`config.mk`:
```
export PLATFORM = sky130hd
export DESIGN_NAME = rmii_tx
export DESIGN_NICKNAME = d
export VERILOG_FILES = /design/src/rtl/rmii_tx.sv
export SDC_FILE = /design/constraint.sdc
export NUM_CORES = 1
export LEC_CHECK = 0
export BUFFER_PORTS_ARGS = -buffer_cell sky130_fd_sc_hd__buf_2
export CAP_MARGIN = 40
export CORE_MARGIN = 4
export CORE_UTILIZATION = 40
export DETAILED_ROUTE_END_ITERATION = 10
export GPL_TIMING_DRIVEN = 0
export PLACE_DENSITY = 0.55
export SLEW_MARGIN = 40
export SYNTH_ARGS = -nofsm -noshare
export SYNTH_HDL_FRONTEND = slang
export SYNTH_SLANG_ARGS = --single-unit
```
`constraint.sdc`:
```
create_clock -name refclk -period 3.4 [get_ports refclk]
set_clock_uncertainty 0.05 [all_clocks]
set_input_delay 0 -clock refclk [delete_from_list [all_inputs] [get_ports refclk]]
set_output_delay 0 -clock refclk [all_outputs]
set_load 0.01 [all_outputs]
```
`src/rtl/rmii_tx.sv`:
```
// RMII transmit MAC serializer: frames a valid/ready byte stream as preamble, SFD,
// payload, optional zero pad and CRC-32 FCS at one dibit per refclk, then holds the IFG.
module rmii_tx #(
    parameter int IFG_BYTES = 12,
    parameter int PAD_EN    = 1
) (
    input  logic       refclk,
    input  logic       rst_l,
    input  logic [7:0] s_data,
    input  logic       s_valid,
    input  logic       s_last,
    output logic       s_ready,
    output logic [1:0] txd,
    output logic       tx_en,
    output logic       busy,
    output logic       underrun
);
    typedef enum logic [2:0] {
        ST_IDLE,
        ST_PRE,
        ST_SFD,
        ST_DATA,
        ST_PAD,
        ST_FCS,
        ST_IFG
    } state_t;

    localparam logic [7:0]  IFG_LAST = 8'(IFG_BYTES - 1);
    localparam logic [7:0]  PRE_LAST = 8'd6;
    localparam logic [7:0]  FCS_LAST = 8'd3;
    localparam logic [5:0]  MIN_LEN  = 6'd60;
    localparam logic [31:0] CRC_POLY = 32'hEDB88320;

    state_t      r_state;
    state_t      w_next;
    logic [1:0]  r_dibit_cnt;
    logic [7:0]  r_cnt;
    logic [5:0]  r_len;
    logic [5:0]  w_len_next;
    logic [7:0]  r_byte;
    logic        r_last;
    logic [31:0] r_crc;
    logic [31:0] w_fcs;
    logic [1:0]  r_txd;
    logic [1:0]  w_dibit;
    logic        r_tx_en;
    logic        w_tx_en;
    logic        r_busy;
    logic        r_underrun;
    logic        w_abort;
    logic        w_accept;
    logic        w_byte_end;
    logic        w_need_pad;

    // Reflected CRC-32 advanced by one dibit, bit 0 first, so it matches the wire order.
    function automatic logic [31:0] crc_dibit(input logic [31:0] crc, input logic [1:0] d);
        logic [31:0] c;
        c = crc;
        for (int unsigned i = 0; i < 2; i++) begin
            if (c[0] ^ d[i]) c = (c >> 1) ^ CRC_POLY;
            else             c = c >> 1;
        end
        return c;
    endfunction

    assign w_byte_end = (r_dibit_cnt == 2'd3);
    assign w_len_next = (r_len == MIN_LEN) ? MIN_LEN : r_len + 6'd1;
    assign w_need_pad = (PAD_EN != 0) && (w_len_next < MIN_LEN);
    assign w_fcs      = ~r_crc;

    assign s_ready  = w_byte_end &&
                      ((r_state == ST_SFD) || ((r_state == ST_DATA) && !r_last));
    assign w_accept = s_ready && s_valid;

    always_ff @(posedge refclk or negedge rst_l) begin
        if (!rst_l) r_state <= ST_IDLE;
        else        r_state <= w_next;
    end

    always_comb begin
        w_next  = r_state;
        w_dibit = 2'b00;
        w_tx_en = 1'b0;
        w_abort = 1'b0;
        case (r_state)
            ST_IDLE: begin
                if (s_valid) w_next = ST_PRE;
            end
            ST_PRE: begin
                w_tx_en = 1'b1;
                w_dibit = 2'b01;
                if (w_byte_end && (r_cnt == PRE_LAST)) w_next = ST_SFD;
            end
            ST_SFD: begin
                w_tx_en = 1'b1;
                w_dibit = w_byte_end ? 2'b11 : 2'b01;
                // A frame with no first byte at SFD end is starved like a DATA underrun.
                if (w_byte_end) begin
                    if (s_valid) begin
                        w_next = ST_DATA;
                    end else begin
                        w_abort = 1'b1;
                        w_next  = ST_IFG;
                    end
                end
            end
            ST_DATA: begin
                w_tx_en = 1'b1;
                w_dibit = r_byte[{r_dibit_cnt, 1'b0} +: 2];
                if (w_byte_end) begin
                    if (r_last) begin
                        w_next = w_need_pad ? ST_PAD : ST_FCS;
                    end else if (!s_valid) begin
                        w_abort = 1'b1;
                        w_next  = ST_IFG;
                    end
                end
            end
            ST_PAD: begin
                w_tx_en = 1'b1;
                if (w_byte_end && (w_len_next == MIN_LEN)) w_next = ST_FCS;
            end
            ST_FCS: begin
                w_tx_en = 1'b1;
                w_dibit = w_fcs[{r_cnt[1:0], r_dibit_cnt, 1'b0} +: 2];
                if (w_byte_end && (r_cnt == FCS_LAST)) w_next = ST_IFG;
            end
            ST_IFG: begin
                if (w_byte_end && (r_cnt == IFG_LAST)) w_next = ST_IDLE;
            end
            default: w_next = ST_IDLE;
        endcase
    end

    always_ff @(posedge refclk or negedge rst_l) begin
        if (!rst_l) begin
            r_dibit_cnt <= '0;
            r_cnt       <= '0;
            r_len       <= '0;
            r_byte      <= '0;
            r_last      <= 1'b0;
            r_crc       <= '0;
            r_txd       <= '0;
            r_tx_en     <= 1'b0;
            r_busy      <= 1'b0;
            r_underrun  <= 1'b0;
        end else begin
            r_txd      <= w_dibit;
            r_tx_en    <= w_tx_en;
            r_busy     <= (w_next != ST_IDLE);
            r_underrun <= w_abort;

            r_dibit_cnt <= (r_state == ST_IDLE) ? 2'd0 : r_dibit_cnt + 2'd1;

            if (w_next != r_state) r_cnt <= '0;
            else if (w_byte_end)   r_cnt <= r_cnt + 8'd1;

            if (r_state == ST_SFD) begin
                r_len <= '0;
                r_crc <= '1;
            end else if ((r_state == ST_DATA) || (r_state == ST_PAD)) begin
                r_crc <= crc_dibit(r_crc, w_dibit);
                if (w_byte_end) r_len <= w_len_next;
            end

            if (w_accept) begin
                r_byte <= s_data;
                r_last <= s_last;
            end
        end
    end

    assign txd      = r_txd;
    assign tx_en    = r_tx_en;
    assign busy     = r_busy;
    assign underrun = r_underrun;

endmodule

```
==> impl_metrics.env <==
export IMPL_drt_pass1_iter_count=4
export IMPL_grt_ovfl_total=0
export IMPL_fill_cells=787
export IMPL_path_class="register to register"
export IMPL_async_flop_share_pct=100.0
export IMPL_gp_congestion=0.8739
export IMPL_layout_common_cells="65 x dfrtp_1, 37 x nor2_1, 26 x a21oi_1, 19 x nand2_1"
export IMPL_finalSetupViolations=0
export IMPL_antenna_found_initial=0
export IMPL_pre_cts_ws_ns=-0.1049
export IMPL_seqCellArea_mm2=0.001627
export IMPL_clock_latency_ns=0.35
export IMPL_use_met3_pct=4.132
export IMPL_synth_area_mm2=0.003508
export IMPL_clkTransAtPathRegs_ns=0.07
export IMPL_arrival_ns=3.42
export IMPL_crit_slowest_cell="mux4_2"
export IMPL_crit_chain="clkbuf_1 -> mux4_2 -> o21a_1 -> a41o_1 -> xor2_2 -> buf_2 -> xnor3_1 -> a21oi_1"
export IMPL_grtUsageMet1_pct=23.49
export IMPL_fin_crit_ns=3.206
export IMPL_routed_via_density=5.389
export IMPL_grt_pass1_wl_mm=13.46
export IMPL_clock_path_buffers=2
export IMPL_die_w_um=101.7
export IMPL_slew_viol_final=0
export IMPL_clock_sinks=65
export IMPL_hp_class="input port to async pin"
export IMPL_ys_seq_area_share_pct=46.36
export IMPL_vdd_ir_drop_worst_uv=188.9
export IMPL_hold_viol=0
export IMPL_worstReg2RegEnd="r_crc[29]"
export IMPL_cts_root_buf="clkbuf_8"
export IMPL_start_kind="register"
export IMPL_vias=2576
export IMPL_cp_required_ns=3.62
export IMPL_grt_use_total_pct=16.94
export IMPL_slew_headroom_pct=53.71
export IMPL_grt_pass1_vias=2651
export IMPL_fmax_mhz=311.9
export IMPL_yosysWarnings=0
export IMPL_synthFlopType="dfrtp_1"
export IMPL_clockPowerShare_pct=45.0
export IMPL_seqPwrFrac_pct=52.6
export IMPL_core_mm2=0.008382
export IMPL_mostFrequentLayoutCell="dfrtp_1"
export IMPL_rr_worst_depth=8
export IMPL_grt_start_max_net_pins=38
export IMPL_place_inst=451
export IMPL_syn_to_final_growth_pct=15.94
export IMPL_ant_nets=0
export IMPL_crit_fanout=10
export IMPL_syn_nets=345
export IMPL_final_core_util_pct=48.53
export IMPL_die_y_um=101.7
export IMPL_status="completed"
export IMPL_drive_gt1_share_pct=15.55
export IMPL_io_pins=18
export IMPL_drc=0
export IMPL_grt_setup_unrepaired="false"
export IMPL_comb_power_share_pct=2.4
export IMPL_multiInputGateArea_mm2=0.001794
export IMPL_power_density_mw_per_mm2=361.3
export IMPL_rrSetupSlack_ns=0.19
export IMPL_ys_types=52
export IMPL_drt_wl_total_mm=7.813
export IMPL_r2r_start="r_dibit_cnt[0]"
export IMPL_p_sw_mw=0.3247
export IMPL_final_nets=385
export IMPL_stdcell_count=478
export IMPL_maxCapViolCount=0
export IMPL_synthCells=328
export IMPL_layout_setup_ws_ns=0.1942
export IMPL_drt_iter0_markers=113
export IMPL_end_kind="register"
export IMPL_finalCritPeriodShare_pct=94.29
export IMPL_max_stage_delay_ns=0.59
export IMPL_num_rows=33
export IMPL_synth_avg_cell_area_um2=10.70
export IMPL_max_slew_worst_pin_slew_ns=0.6944
export IMPL_antennaDiodeCount=0
export IMPL_p_leak_nw=1.761
export IMPL_cts_setup_buffers=0
export IMPL_grt_use_met2_pct=26.36
export IMPL_synth_seq_cells=65
export IMPL_swShare_pct=22.10
export IMPL_initial_utilization_pct=41.86
export IMPL_busiest_layer="met2"
export IMPL_power_internal_mw=1.145
export IMPL_io_buffers=17
export IMPL_dp_hpwl_mm=5.485
export IMPL_h_tree_depth=3
export IMPL_cts_tree="done"
export IMPL_dieArea_mm2=0.01033
export IMPL_synth_edf_count=0
export IMPL_cts_buffers=9
export IMPL_wl_per_cell_um=16.35
-- worst max path at each step --
| stage | depth (start not counted) | slack [ns] | end | startpoint |
|---|---|---|---|---|
| floorplan | 7 | 0.54 | r_crc[29] | r_dibit_cnt[0] |
| global placement | 8 | -0.05 | r_crc[26] | r_cnt[0] |
| detailed placement | 8 | -0.10 | r_crc[29] | r_cnt[0] |
| CTS | 8 | 0.01 | r_crc[29] | r_dibit_cnt[0] |
| global route | 8 | 0.06 | r_crc[29] | r_dibit_cnt[0] |
| finish | 8 | 0.19 | r_crc[29] | r_dibit_cnt[0] |
-- Yosys cell counts, drive strengths merged (2+ instances only) --
cell type  number  area [µm²]
nand2          19       71.32
xor2            4       35.03
a2111oi         2       17.52
buf             3       20.01
xnor2          18       157.7
dfrtp          65        1627
mux2           12       135.1
xnor3           6       135.1
a21oi          26       130.1
and3b           2       17.52
nand4           2       12.51
nand3b          5       37.54
mux4            7       168.9
nor2b           9       56.30
nor2           37       138.9
nor4            3       18.77
o21ai          10       50.05
nor3           10       50.05
o22ai           4       25.02
nand3           6       30.03
nand2b          5       31.28
inv             6       22.52
and3            6       37.54
ha              5       62.56
mux2i           4       40.04
a31oi           4       25.02
clkbuf         14       52.55
o22a           13       113.9
-- layout make-up --
cell class	count	share of cell area, %
multi-input combinational	240	44.11
sequential	65	39.99
timing repair buffer	29	5.444
clock buffer	11	3.476
tap	105	3.230
buffer	17	1.846
clock inverter	5	1.353
inverter	6	0.5537
-- power groups by stage --
stage	combinational (mW)	clock, mW	sequential, mW
6_report	0.0349	0.662	0.773
5_1_grt	0.0405	0.720	0.772
4_1_cts	0.0368	0.682	0.773
3_5_place_dp	0.0270	0	0.788
3_3_place_gp	0.0230	0	0.788
2_1_floorplan	0.000420	0	0.788
-- metal layers --
layer / vias up / wire [µm] / share of wire (%)
met5: - / 0 / 0
met4: 0 / 114 / 1.5
met3: 10 / 273 / 3.5
met2: 37 / 3568 / 46
met1: 1257 / 3857 / 49
li1: 1272 / - / -
-- critical path: cells and delay by family (launching register included) --
family                    cells  cell delay [ns]
muxes                         1             0.59
xor gates and xnor gates      2             0.57
buffers and inverters         2             0.80
AOI/OAI and AO/OA             3             0.64
DFF                           1             0.47
-- flip-flops by register name (all words and copies together) (netlist names) --
signal       count
r_crc           32
r_byte           8
r_cnt            8
r_len            6
r_state          3
r_dibit_cnt      2
txd              2
busy             1
r_last           1
tx_en            1
underrun         1
-- cell families after synthesis --
| logic type | after synthesis | synth area share [%] |
|---|---|---|
| AO/OA/AOI/OAI | 76 | 14.77 |
| XOR/XNOR | 28 | 9.344 |
| adder cells (fa/ha/maj) | 5 | 1.783 |
| buffers and inverters | 23 | 2.710 |
| flip-flops | 65 | 46.36 |
| multiplexers | 23 | 9.808 |
| AND/OR/NAND/NOR | 108 | 15.23 |
-- metrics by stage --
stage | TNS (ns) | hold WS (ns) | area (µm²) | power, mW
2_1_floorplan | 0 | -0.3456 | 3508 | 0.7884
3_3_place_gp | -0.09380 | 0.1732 | 3725 | 0.8107
3_5_place_dp | -0.1905 | -0.1591 | 3751 | 0.8147
4_1_cts | 0 | 0.03411 | 4059 | 1.491
5_1_grt | 0 | 0.04013 | 4068 | 1.533
6_report | 0 | 0.03263 | 4068 | 1.470
-- timing repair --
| action | 4_1_cts | 5_1_grt |
|---|---|---|
| endpoints found under the hold margin | 76 | 0 |
| hold buffers | 11 | 0 |
| setup endpoints to repair | 3 | 4 |
| resized for setup | 1 | 3 |
Power figures use the tool's default switching activity.
